**src/rtl/fetch_queue.sv**
```systemverilog
// Instruction fetch queue: fetches sequential PCs from an async-read imem into a small FIFO.
// Optional fetch/flush statistics counters are built when FETCH_QUEUE_STATS_EN is defined.
module fetch_queue #(
    parameter int               WIDTH    = 32,
    parameter int               DEPTH    = 4,
    parameter logic [WIDTH-1:0] RESET_PC = '0
) (
    input  logic             clk,
    input  logic             rst,
    output logic [WIDTH-1:0] imem_addr,
    input  logic [31:0]      imem_data,
    input  logic             redirect,
    input  logic [WIDTH-1:0] redirect_pc,
    output logic             out_valid,
    input  logic             out_ready,
    output logic [31:0]      out_instr,
    output logic [WIDTH-1:0] out_pc
`ifdef FETCH_QUEUE_STATS_EN
    ,
    output logic [31:0]      fetch_count,
    output logic [31:0]      flush_count
`endif
);

    localparam int PTR_W = (DEPTH > 1) ? $clog2(DEPTH) : 1;

    logic [WIDTH-1:0] pc_mem    [DEPTH];
    logic [31:0]      instr_mem [DEPTH];

    logic [WIDTH-1:0] fetch_pc_q, fetch_pc_d;
    logic [PTR_W-1:0] rd_ptr_q, rd_ptr_d;
    logic [PTR_W-1:0] wr_ptr_q, wr_ptr_d;
    logic [PTR_W:0]   count_q, count_d;

    logic pop;
    logic push;
    logic full;

    // DEPTH is a power of two, so the count MSB is set exactly when the queue is full.
    assign full      = count_q[PTR_W];
    assign out_valid = (count_q != '0);
    assign pop       = out_valid & out_ready;
    assign push      = ~redirect & (~full | pop);
    assign imem_addr = fetch_pc_q;
    assign out_pc    = out_valid ? pc_mem[rd_ptr_q]    : '0;
    assign out_instr = out_valid ? instr_mem[rd_ptr_q] : '0;

    always_comb begin
        fetch_pc_d = fetch_pc_q;
        rd_ptr_d   = rd_ptr_q;
        wr_ptr_d   = wr_ptr_q;
        count_d    = count_q;
        if (redirect) begin
            // A pop in this cycle is still a valid handoff; the flush discards the rest.
            fetch_pc_d = {redirect_pc[WIDTH-1:2], 2'b00};
            rd_ptr_d   = '0;
            wr_ptr_d   = '0;
            count_d    = '0;
        end else begin
            if (push) begin
                fetch_pc_d = fetch_pc_q + WIDTH'(4);
                wr_ptr_d   = wr_ptr_q + PTR_W'(1);
            end
            if (pop) begin
                rd_ptr_d = rd_ptr_q + PTR_W'(1);
            end
            case ({push, pop})
                2'b10:   count_d = count_q + (PTR_W+1)'(1);
                2'b01:   count_d = count_q - (PTR_W+1)'(1);
                default: count_d = count_q;
            endcase
        end
    end

    always_ff @(posedge clk) begin
        if (rst) begin
            fetch_pc_q <= RESET_PC;
            rd_ptr_q   <= '0;
            wr_ptr_q   <= '0;
            count_q    <= '0;
        end else begin
            fetch_pc_q <= fetch_pc_d;
            rd_ptr_q   <= rd_ptr_d;
            wr_ptr_q   <= wr_ptr_d;
            count_q    <= count_d;
        end
    end

    // Storage has no reset; entries are only visible through a nonzero count.
    always_ff @(posedge clk) begin
        if (push && !rst) begin
            pc_mem[wr_ptr_q]    <= fetch_pc_q;
            instr_mem[wr_ptr_q] <= imem_data;
        end
    end

`ifdef FETCH_QUEUE_STATS_EN
    logic [31:0] fetch_count_q, fetch_count_d;
    logic [31:0] flush_count_q, flush_count_d;

    always_comb begin
        fetch_count_d = fetch_count_q + 32'(push);
        flush_count_d = flush_count_q + 32'(redirect);
    end

    always_ff @(posedge clk) begin
        if (rst) begin
            fetch_count_q <= '0;
            flush_count_q <= '0;
        end else begin
            fetch_count_q <= fetch_count_d;
            flush_count_q <= flush_count_d;
        end
    end

    assign fetch_count = fetch_count_q;
    assign flush_count = flush_count_q;
`endif

endmodule

```
**config.mk**
```make
export PLATFORM = sky130hd
export DESIGN_NAME = fetch_queue
export DESIGN_NICKNAME = d
export VERILOG_FILES = /design/src/rtl/fetch_queue.sv
export SDC_FILE = /design/constraint.sdc
export NUM_CORES = 1
export LEC_CHECK = 0
export ABC_AREA = 0
export CORE_MARGIN = 2
export CORE_UTILIZATION = 51
export CTS_BUF_LIST = sky130_fd_sc_hd__clkbuf_4
export DETAILED_ROUTE_END_ITERATION = 10
export GPL_ROUTABILITY_DRIVEN = 0
export PLACE_DENSITY = 0.78
export SLEW_MARGIN = 20
export SYNTH_ARGS = -nofsm -noshare
export SYNTH_HDL_FRONTEND = slang
export SYNTH_SLANG_ARGS = --single-unit
```
**constraint.sdc**
```tcl
create_clock -name clk -period 2.6 [get_ports clk]
set_input_delay 0.26 -clock clk [delete_from_list [all_inputs] [get_ports clk]]
set_output_delay 0.26 -clock clk [all_outputs]
set_load 0.005 [all_outputs]
```
After elaboration in Yosys (flattened, before gate mapping)
Memory sizes are Yosys's and may differ from the RTL's. A register that Yosys moved wholly into a read port is not among the register bits.
Index checks and enable logic that the tools add are counted.
Storage, ports and cells
  output and inout bits: 97
  input port bits: 68
  memories kept: 2
  word-level logic and storage cells: 36
  register bits after elaboration: 39
  RAM bits: 256
Memory list
  instr_mem: words 4, width 32, rd ports 1, clocked after Yosys merged registers in 1, wr ports 1, line 28  | logic [31:0] instr_mem [DEPTH];
  pc_mem: words 4, width 32, rd ports 1, clocked after Yosys merged registers in 1, wr ports 1, line 27  | logic [WIDTH-1:0] pc_mem [DEPTH];
Cells by class
  $add $sub $neg: 5
  bitwise logic cells: 5
  equality and inequality tests: 2
  muxes and demuxes: 11
  reduce and logical (&&, ||, !) cells: 6
Operators by type and width (count)
  $mux W32: 4
  $add A32 B3 Y32 const B: 1
  $mux W2: 4
  $pmux W3 S2: 1
  $add A2 B1 Y2 const B: 2
  $reduce_bool A2 Y1: 2
  $add A3 B1 Y3 const B: 1
  $reduce_bool A3 Y1: 1
  $sub A3 B1 Y3 const B: 1
  $and A1 B1 Y1: 2
  $eq A2 B1 Y1 const B: 1
  $eq A2 B2 Y1 const B: 1
  $mux W1: 2
  $not A1 Y1: 2
  $reduce_or A2 Y1: 1
  $logic_and A1 B1 Y1: 1
  $logic_not A1 Y1: 1
  $or A1 B1 Y1: 1

Depth between registers and ports, before layout
Gate-level depths: netlist (run 1).
  word-level depth: 7
  mapped depth: 10
  gate-level depth less buffers: 8

Worst setup path after synthesis (run 1)
Ideal clock, no wire load.
  path kind: input-to-reg
  start: input port redirect
  end: memory instr_mem[0][0] (enable)
  stages: 4
  arrival time: 2.408 ns
  buffers on the path: 1
  slack: -0.235 ns
  required time: 2.173 ns
  cell sequence: or2_2 > clkbuf_1 > nor2_1 > and2_1
On the way
  cells in the longest elaborated chain, start to end: 5
RTL lines
  start: declaration: line 12  | input logic redirect,
  $not A1 Y1: line 43  | assign push = ~redirect & (~full | pop);
  $and A1 B1 Y1: line 43
  $logic_and A1 B1 Y1: line 91  | if (push && !rst) begin
  $mux W1: line 91
  $mux W1 (implied by the code): line 93  | instr_mem[wr_ptr_q] <= imem_data;
  end: declaration: line 28
No other way between the ends.

==> results of run 1 <==
-- state kept, by name, indices dropped and copies added (netlist names), named ones only --
| register | count |
|---|---|
| wr_ptr_q | 2 |
| imem_addr | 30 |
| rd_ptr_q | 2 |
| pc_mem | 120 |
| count_q | 3 |
| instr_mem | 128 |
-- path summary, 6_finish.rpt --
path	start	endpoint	depth (start not counted)
setup / recovery	flop	out_instr[31]	5
setup reg to reg	imem_addr[16]	imem_addr[23]	4
hold reg to reg	wr_ptr_q[1]	wr_ptr_q[1]	2
hold / removal	redirect_pc[2]	imem_addr[2]	3
-- metrics by stage --
step                      std cells  util [%]
after detailed placement       1108      61.2
final                          1248      66.1
after global routing           1247      66.1
after global placement         1108      61.2
after floorplan                 682         -
after CTS                      1243      65.7
-- cell usage in the layout (no fill, tap or decap), types with 10 or more instances in the layout --
cell type        synthesis  final
clkdlybuf4s50_1          0     96
o21ai_0                 11     11
inv_1                   10     10
buf_12                   0     14
dlygate4sd2_1            0     51
buf_4                    6     17
mux4_2                  62     62
dlymetal6s2s_1           0     11
dfxtp_1                 39     37
a311oi_1                16     16
nand3_1                 14     14
clkinv_1                 0     12
clkbuf_4                 0    113
and2_1                  69     61
nand2_1                 23     23
nor2_1                  34     34
edfxtp_1               248    248
-- timing repair --
item | CTS | global route
hold buffers | 0 | 0
setup buffers | 6 | 3
setup endpoints to repair | 62 | 31
hold endpoints to repair | 0 | 0
gates cloned | 1 | 2
resized for setup | 61 | 16
-- cells by family after synthesis --
logic type      Yosys count
flops                   287
simple gates            196
mux                      62
compound gates           58
buf+inv                  56
xor+xnor                 12
fa+ha+maj                 7
other cells               1
-- power breakdown --
part	leakage [nW]	switching (mW)	internal [mW]
Sequential	2.59	0.0965	5.13
Clock	0.561	1.68	2.07
Combinational	2.19	0.308	0.398
-- metal layers --
layer	part of all wire, %	global-route usage [%]	up-vias
met5	0	0	-
met4	1.6	7.05	0
met3	8.5	6.13	39
met2	49	33.4	285
met1	41	27.5	3483
li1	-	-	3192
-- worst max-delay path, cell delays in order, from the launching register on --
cell	delay, ns
dfxtp_4	0.38
buf_6	0.16
clkbuf_16	0.18
mux4_2	0.48
and2_1	0.18
dlygate4sd2_1	0.26
-- layout make-up --
class | instances | area (µm²) | share of cell area (%)
repair buffers | 198 | 2130 | 14.3
flip-flops and latches | 287 | 8240 | 55.3
well taps | 285 | 357 | 2.40
multi-input cells | 339 | 3190 | 21.4
diodes | 1 | 2.50 | 0.0168
clock buffers | 113 | 848 | 5.70
clock inverters | 15 | 85.1 | 0.572
inverters | 10 | 37.5 | 0.252
==> metrics.yaml, run 1 <==
pre_cts_ws_ns: 0.229
syn_inst: 679
peakVddDrop_uv: 282
finClkSkew_ns: 0.0415
slew_violations: 0
synth_cell_types: 43
h-tree-depth: 3
cts.sinks: 287
grt_pass1_vias: 7199
drt_wl_total_mm: 24.7
finalHoldViolations: 0
drc: 0
dp_hpwl_mm: 15.1
clock_latency_ns: 0.67
io_buffers: 158
cts-root-buf: "clkbuf_4"
synth.most_common_cell: "edfxtp_1"
synthSimpleGateAreaFrac_pct: 9.65
synth_area_per_cell_um2: 17.2
cp_data_arrival_time_ns: 2.29
avgViaCountPerCell: 5.61
synth_edf_count: 248
required_ns: 2.34
clockBufferDepth: 3
maxSlewHeadroom_pct: 60.0
synth_mux_area_share_pct: 12.0
yosysWarnings: 0
synth_common_cells: "edfxtp_1 (248), and2_1 (69), mux4_2 (62), dfxtp_1 (39), nor2_1 (34)"
setup_ws_ns: 0.0470
tritoncts.num_buffers: 73
max_freq_mhz: 392
core.rowCount: 55
die_w_um: 155
cp_max_fo: 8
final_area_um2: 14900
fin_crit_sh_pct: 98.2
dpl_cell_area_um2: 13800
synth_xor_xnor_area_share_pct: 0.902
synth_top_family_by_area: "multiplexers"
async_flop_share_pct: 0
hold_slack_ns: 0.149
firstDrtPassIters: 5
r2r_setup_slack_ns: 0.42
drive_gt1_share_pct: 24.5
grt_max_degree: 56
synth_adder_area_share_pct: 0.816
gr-usage-all-layers_pct: 20.8
grt-ovfl-total: 0
p_leak_nw: 5.35
endpoint_kind: "output port"
antenna_found_initial: 0
synth_area_leaders: "edfxtp_1 (64%), mux4_2 (12%), dfxtp_1 (6.7%)"
die_y_um: 155
timing.setup.tns_ns: 0
synth_compound_area_share_pct: 3.67
rsz0062_at_grt: "yes"
grt_pass1_wl_mm: 38.2
hold_path_class: "primary input to flop"
vias: 6999
dieArea_um2: 24100
detail-route-antenna-nets: 0
yosys.area.top_type: "edfxtp_1"
critPathLaunchType: "flop"
setup_viol: 0
io_pins: 165
outcome: "complete, no violations"
clk_pin_slew_worst_paths_ns: 0.06
synth_top_area_share_pct: 63.9
tightestPinTransition_ns: 0.599
cts_tree: "done"
p_per_area_nw_per_um2: 650
area_growth_pct: 27.7
design.core.area_um2: 22500
final_nets: 984
worstSetupPathType: "flop to output port"
wl_per_cell_um: 19.8
synth_seq_cells: 287
fillers: 1559
initial_core_util_pct: 51.8
synth_top_flop_cell: "edfxtp_1"
syn_area_um2: 11600
drt-initial-drc-count: 566
fin_crit_ns: 2.55
synth-seq-area-share_pct: 70.6
total_power_mw: 9.68
cap_violations: 0
Power figures use the tool's default switching activity.
==> run 2: changes to the inputs <==
CORE_MARGIN = unset   (was 2)
CORE_UTILIZATION = 61   (was 51)
PLACE_DENSITY = 0.88   (was 0.78)
clock period = 3.03 ns   (was 2.6 ns; I/O delays follow)
==> run 2 against run 1 <==
  * Clock skew shrank 0.0047 ns
  * Power down 15%
  * Non-clock buffer count decreased by 16
  * Critical endpoint is now out_pc[28]
  * Highest routed layer unchanged
  * Sequential share of layout area is 1.4 points higher
  * Wire length increased by 1.2%
  * Combinational power fell by 14%
  * Die area is 18% lower
  * Critical path depth decreased by 1
  * Sequential power shrank 14%
  * Register-to-register slack improved by 0.20 ns
==> metrics.yaml, run 2 (same netlist as run 1, synthesis figures left out) <==
grt_pass1_wl_mm: 38.9
dpl_cell_area_um2: 13600
io_pins: 165
required_ns: 2.73
slew_violations: 0
dp_hpwl_mm: 15.4
hold_path_depth: 3
diodes: 0
critPathBufInv: 2
wl_met2_mm: 12.6
cts-root-buf: "clkbuf_4"
pre_cts_ws_ns: 0.450
min_to: "imem_addr[21]"
h-tree-depth: 3
drt-initial-drc-count: 603
maxSlewHeadroom_pct: 61.6
peakVddDrop_uv: 310
final_cell_mix: "edfxtp_1 (248), clkdlybuf4s50_1 (157), clkbuf_4 (101), and2_1 (65), mux4_2 (62)"
core.rowCount: 50
wl_met1_mm: 9.68
vias: 7186
wl_per_cell_um: 21.4
regToRegStartpoint: "count_q[2]"
hold_path_class: "primary input to flop"
hold_slack_ns: 0.236
fin_crit_ns: 2.92
r2r_setup_slack_ns: 0.62
cp_data_arrival_time_ns: 2.62
p_per_area_nw_per_um2: 567
fin_crit_sh_pct: 96.5
finalHoldViolations: 0
grt_pass1_vias: 7362
setup_viol: 0
cts.sinks: 287
critPathSlowestCell: "or3_2"
detail-route-antenna-nets: 0
worstSetupPathType: "flop to output port"
gr-usage-all-layers_pct: 26.4
top_layer: "met4"
die_y_um: 140
cap_violations: 0
tritoncts.num_buffers: 67
met3_length_mm: 2.23
rsz0062_at_grt: "no"
timing.setup.tns_ns: 0
clock_latency_ns: 0.65
p_leak_nw: 4.78
total_power_mw: 8.23
die_w_um: 140
largest_reg_flops: 128
rr_worst_depth: 8
setup_ws_ns: 0.105
clk_pin_slew_worst_paths_ns: 0.07
drc: 0
final_area_um2: 14500
endpoint_kind: "output port"
cts_tree: "done"
cts_hold_buf: 0
tightestPinTransition_ns: 0.576
outcome: "complete, no violations"
finClkSkew_ns: 0.0368
largest_register: "instr_mem"
max_freq_mhz: 342
initial_core_util_pct: 62.3
mostFrequentLayoutCell: "edfxtp_1"
antenna_found_initial: 0
grt-ovfl-total: 0
area_growth_pct: 24.6
critPathLaunchType: "flop"
grt_max_degree: 56
drive_gt1_share_pct: 22.4
critPathMaxStageDelay_ns: 0.66
avgViaCountPerCell: 6.15
io_buffers: 158
clockBufferDepth: 3
hold_start: "redirect_pc[21]"
final_nets: 962
cp_cell_sequence: "or3_2 -> buf_6 -> and2_1 -> clkdlybuf4s50_1"
drt_wl_total_mm: 25.0
critPathTopFamily: "simple AND/OR/NAND/NOR gates"
rr_endpoint: "count_q[2]"
design.core.area_um2: 18700
cp_max_fo: 54
firstDrtPassIters: 6
dieArea_um2: 19700
==> run 2: cell count changes in the layout (fill, tap and decap cells not counted), moves of 2 or more <==
cell,delta
clkbuf_16,-2
clkinv_1,-4
dlygate4sd2_1,-50
dlymetal6s2s_1,-11
buf_4,-4
and2_1,+4
buf_12,-5
clkbuf_4,-12
clkdlybuf4s50_1,+61
buf_8,-3
inv_2,+3
and2_4,-4
==> run 2: repair_timing <==
| action | 4_1_cts | 5_1_grt |
|---|---|---|
| setup buffers | 0 | 3 |
| endpoints found under the setup margin | 23 | 24 |
| gates resized for setup | 3 | 0 |
==> run 2: worst reg2reg max path, delay by kind of cell (launching register included) <==
kind | cells | cell delay (ns)
DFF | 1 | 0.34
and+or+nand+nor | 3 | 1.25
AOI/OAI and AO/OA | 1 | 0.15
adders and majority gates | 2 | 0.42
xor gates and xnor gates | 1 | 0.09
buffers and inverters | 1 | 0.09
==> run 2: how the worst max path moves through the flow <==
stage	startpoint	to	slack [ns]	cells after the start
finish	count_q[2]	out_pc[28]	0.11	4
floorplan	redirect	instr_mem[0][0]	0.15	4
global placement	out_ready	count_q[2]	0.55	9
global route	count_q[2]	out_pc[28]	0.02	4
CTS	flop	out_instr[3]	0.0003	4
detailed placement	out_ready	count_q[2]	0.45	9
==> run 2: stage by stage <==
stage / utilization, % / cells
5_1_grt: 77.6 / 1169
3_3_place_gp: 72.7 / 1049
4_1_cts: 77.4 / 1166
6_report: 77.6 / 1169
2_1_floorplan: - / 682
3_5_place_dp: 72.7 / 1049
==> run 2: report_power, final <==
part | total, mW | internal (mW) | switching (mW)
clock | 3.13 | 1.69 | 1.43
sequential | 4.49 | 4.40 | 0.0949
combinational | 0.605 | 0.347 | 0.258
total | 8.23 | 6.44 | 1.79
==> run 2: layer usage <==
metal	vias to the layer above	global-route usage, %
li1	3133	-
met1	3594	34.1
met2	406	43.6
met3	53	6.50
met4	0	10.0
met5	-	0
==> run 2: final cells by class <==
| type | count | area, µm² |
|---|---|---|
| clock inverter | 16 | 116 |
| inverter | 10 | 37.5 |
| timing repair buffer | 182 | 1900 |
| multi-input combinational | 339 | 3170 |
| clock buffer | 101 | 758 |
| sequential | 287 | 8230 |
| tap | 234 | 293 |
| fill | 1004 | 4200 |
==> run 3: changes to the inputs <==
--- a/config.mk
+++ b/config.mk
@@ -8,2 +8,3 @@
 export ABC_AREA = 0
+export CORE_ASPECT_RATIO = 0.5
 export CORE_UTILIZATION = 61
@@ -13,2 +14,3 @@
 export PLACE_DENSITY = 0.88
+export RECOVER_POWER = 25
 export SLEW_MARGIN = 20
--- a/constraint.sdc
+++ b/constraint.sdc
@@ -3,2 +3,2 @@
 set_output_delay 0.303 -clock clk [all_outputs]
-set_load 0.005 [all_outputs]
+set_load 0.05 [all_outputs]
==> run 3 against run 2 <==
  * Via count is 2.2% lower
  * Non-clock buffer count up 2
  * First-iteration DRC count is 5.5% lower
  * Fmax increased by 4.0%
  * Critical path depth shrank 1
  * Worst setup slack better by 0.11 ns
  * Wire length grew 1.4%
  * Final cell count is 1.4% higher
  * Sequential power about the same
  * Critical path type unchanged
  * Largest power group unchanged
  * Highest routed layer unchanged
==> metrics.yaml, run 3 (same netlist as run 1, synthesis figures left out) <==
power_frac_seq_pct: 54.4
startpoint: "count_q[2]"
area_growth_pct: 23.9
required_ns: 2.73
worstSetupPathType: "flop to output port"
cp_cell_sequence: "or3_2 -> buf_4 -> clkdlybuf4s50_1"
min_to: "imem_addr[2]"
placedCellCount: 1074
grt_pass1_wl_mm: 38.5
largest_reg_flops: 128
cts.sinks: 287
final_nets: 956
rr_worst_depth: 9
final_cell_mix: "edfxtp_1 (248), clkbuf_4 (97), and2_1 (65), clkdlybuf4s50_1 (64), mux4_2 (62)"
initial_core_util_pct: 62.7
hold_path_class: "primary input to flop"
finClkSkew_ns: 0.0295
cts_tree: "done"
io_buffers: 158
p_per_area_nw_per_um2: 572
tritoncts.num_buffers: 59
die_y_um: 99.7
cap_violations: 0
design.core.area_um2: 18600
grt-ovfl-total: 0
peakVddDrop_uv: 294
drc: 0
critPathBufInv: 2
clock_latency_ns: 0.66
dp_hpwl_mm: 15.8
tightestPinTransition_ns: 0.552
clkPwrFrac_pct: 35.3
r2r_setup_slack_ns: 0.59
grt_pass1_vias: 7023
detail-route-antenna-nets: 0
dieArea_um2: 19700
io_pins: 165
cts-root-buf: "clkbuf_4"
wl_per_cell_um: 21.4
gr-usage-all-layers_pct: 26.1
pre_cts_ws_ns: 0.463
vias: 7029
p_switching_mw: 2.03
avgViaCountPerCell: 5.93
clockBufferDepth: 3
p_int_mw: 6.22
fin_cells: 1185
die_w_um: 197
largest_register: "instr_mem"
drt_wl_total_mm: 25.3
rr_endpoint: "count_q[2]"
maxSlewHeadroom_pct: 63.1
cp_data_arrival_time_ns: 2.51
drt-initial-drc-count: 570
core.rowCount: 35
critPathTopFamily: "buffers and inverters"
mostFrequentLayoutCell: "edfxtp_1"
slew_violations: 0
final_area_um2: 14400
setup_ws_ns: 0.218
max_freq_mhz: 356
finalHoldViolations: 0
endpoint_kind: "output port"
switching_share_pct: 24.6
fillers: 1091
clk_pin_slew_worst_paths_ns: 0.07
hold_start: "redirect_pc[2]"
grt_max_degree: 56
setup_viol: 0
critPathSlowestCell: "clkdlybuf4s50_1"
rsz0062_at_grt: "no"
outcome: "complete, no violations"
drive_gt1_share_pct: 21.9
fin_crit_sh_pct: 92.8
cp_max_fo: 33
hold_path_depth: 3
critPathMaxStageDelay_ns: 0.74
regToRegStartpoint: "count_q[2]"
dpl_cell_area_um2: 13600
timing.setup.tns_ns: 0
critPathLaunchType: "flop"
fin_crit_ns: 2.81
combPwrFrac_pct: 10.3
firstDrtPassIters: 5
p_leak_nw: 5.13
cts_hold_buf: 0
total_power_mw: 8.25
h-tree-depth: 2
antenna_found_initial: 2
-- run 3: changes by cell type in the layout (fill, tap and decap cells not counted), moves of 2 or more --
cell             previous run  this run
clkinv_1                    8         5
buf_12                      9        11
clkinv_2                    3         0
diode_2                     0         2
dlygate4sd2_1               1        51
buf_4                      13        16
clkbuf_4                  101        97
dlymetal6s2s_1              0        10
inv_2                       3         1
dlygate4sd3_1               0        32
clkdlybuf4s50_1           157        64
-- run 3: power by group through the flow --
| stage | logic [mW] | clock network [mW] | registers, mW |
|---|---|---|---|
| finish | 0.846 | 2.91 | 4.49 |
| global route | 0.890 | 3.15 | 4.50 |
| CTS | 0.854 | 2.96 | 4.49 |
| detailed placement | 0.881 | 0 | 4.58 |
| global placement | 0.864 | 0 | 4.56 |
| floorplan | 0.448 | 0 | 4.64 |
-- run 3: tightest hold or removal path, delay by kind of cell --
kind            cells  cell delay (ns)
buf+inv             1             0.41
simple gates        1             0.07
compound gates      1             0.05
-- run 3: layout make-up --
cell class / instances / area (µm²) / area share, %
clock buffers: 97 / 728 / 5.05
well taps: 259 / 324 / 2.25
inverters: 10 / 37.5 / 0.260
clock inverters: 7 / 52.6 / 0.364
multi-input cells: 339 / 3170 / 22.0
flip-flops and latches: 287 / 8240 / 57.1
diodes: 2 / 5.00 / 0.0347
repair buffers: 184 / 1870 / 13.0
-- run 3: stage by stage --
stage / util [%] / hold slack [ns]
after floorplan: - / 0.402
after CTS: 77.3 / 0.207
after global routing: 77.7 / 0.225
after detailed placement: 73.4 / 0.489
final: 77.7 / 0.231
after global placement: 73.4 / 0.481
-- run 3: how the worst max path moves through the flow --
stage | end | cells past startpoint
floorplan | instr_mem[0][0] | 4
global placement | out_instr[29] | 4
detailed placement | out_instr[14] | 4
CTS | out_pc[11] | 4
global route | out_pc[20] | 5
finish | out_valid | 3
-- run 3: metal layers --
layer	track usage, %	share of wire (%)	vias up
met4	7.75	1.9	0
met2	42.8	50	311
li1	-	-	3111
met1	36.2	42	3550
met3	5.09	6.2	57
met5	0	0	-
-- run 3: timing repair --
item	in CTS	in global routing
buffers inserted	0	5
endpoints found under the setup margin	51	20
gates cloned	0	0
resized for setup	51	10
pin swaps	0	0
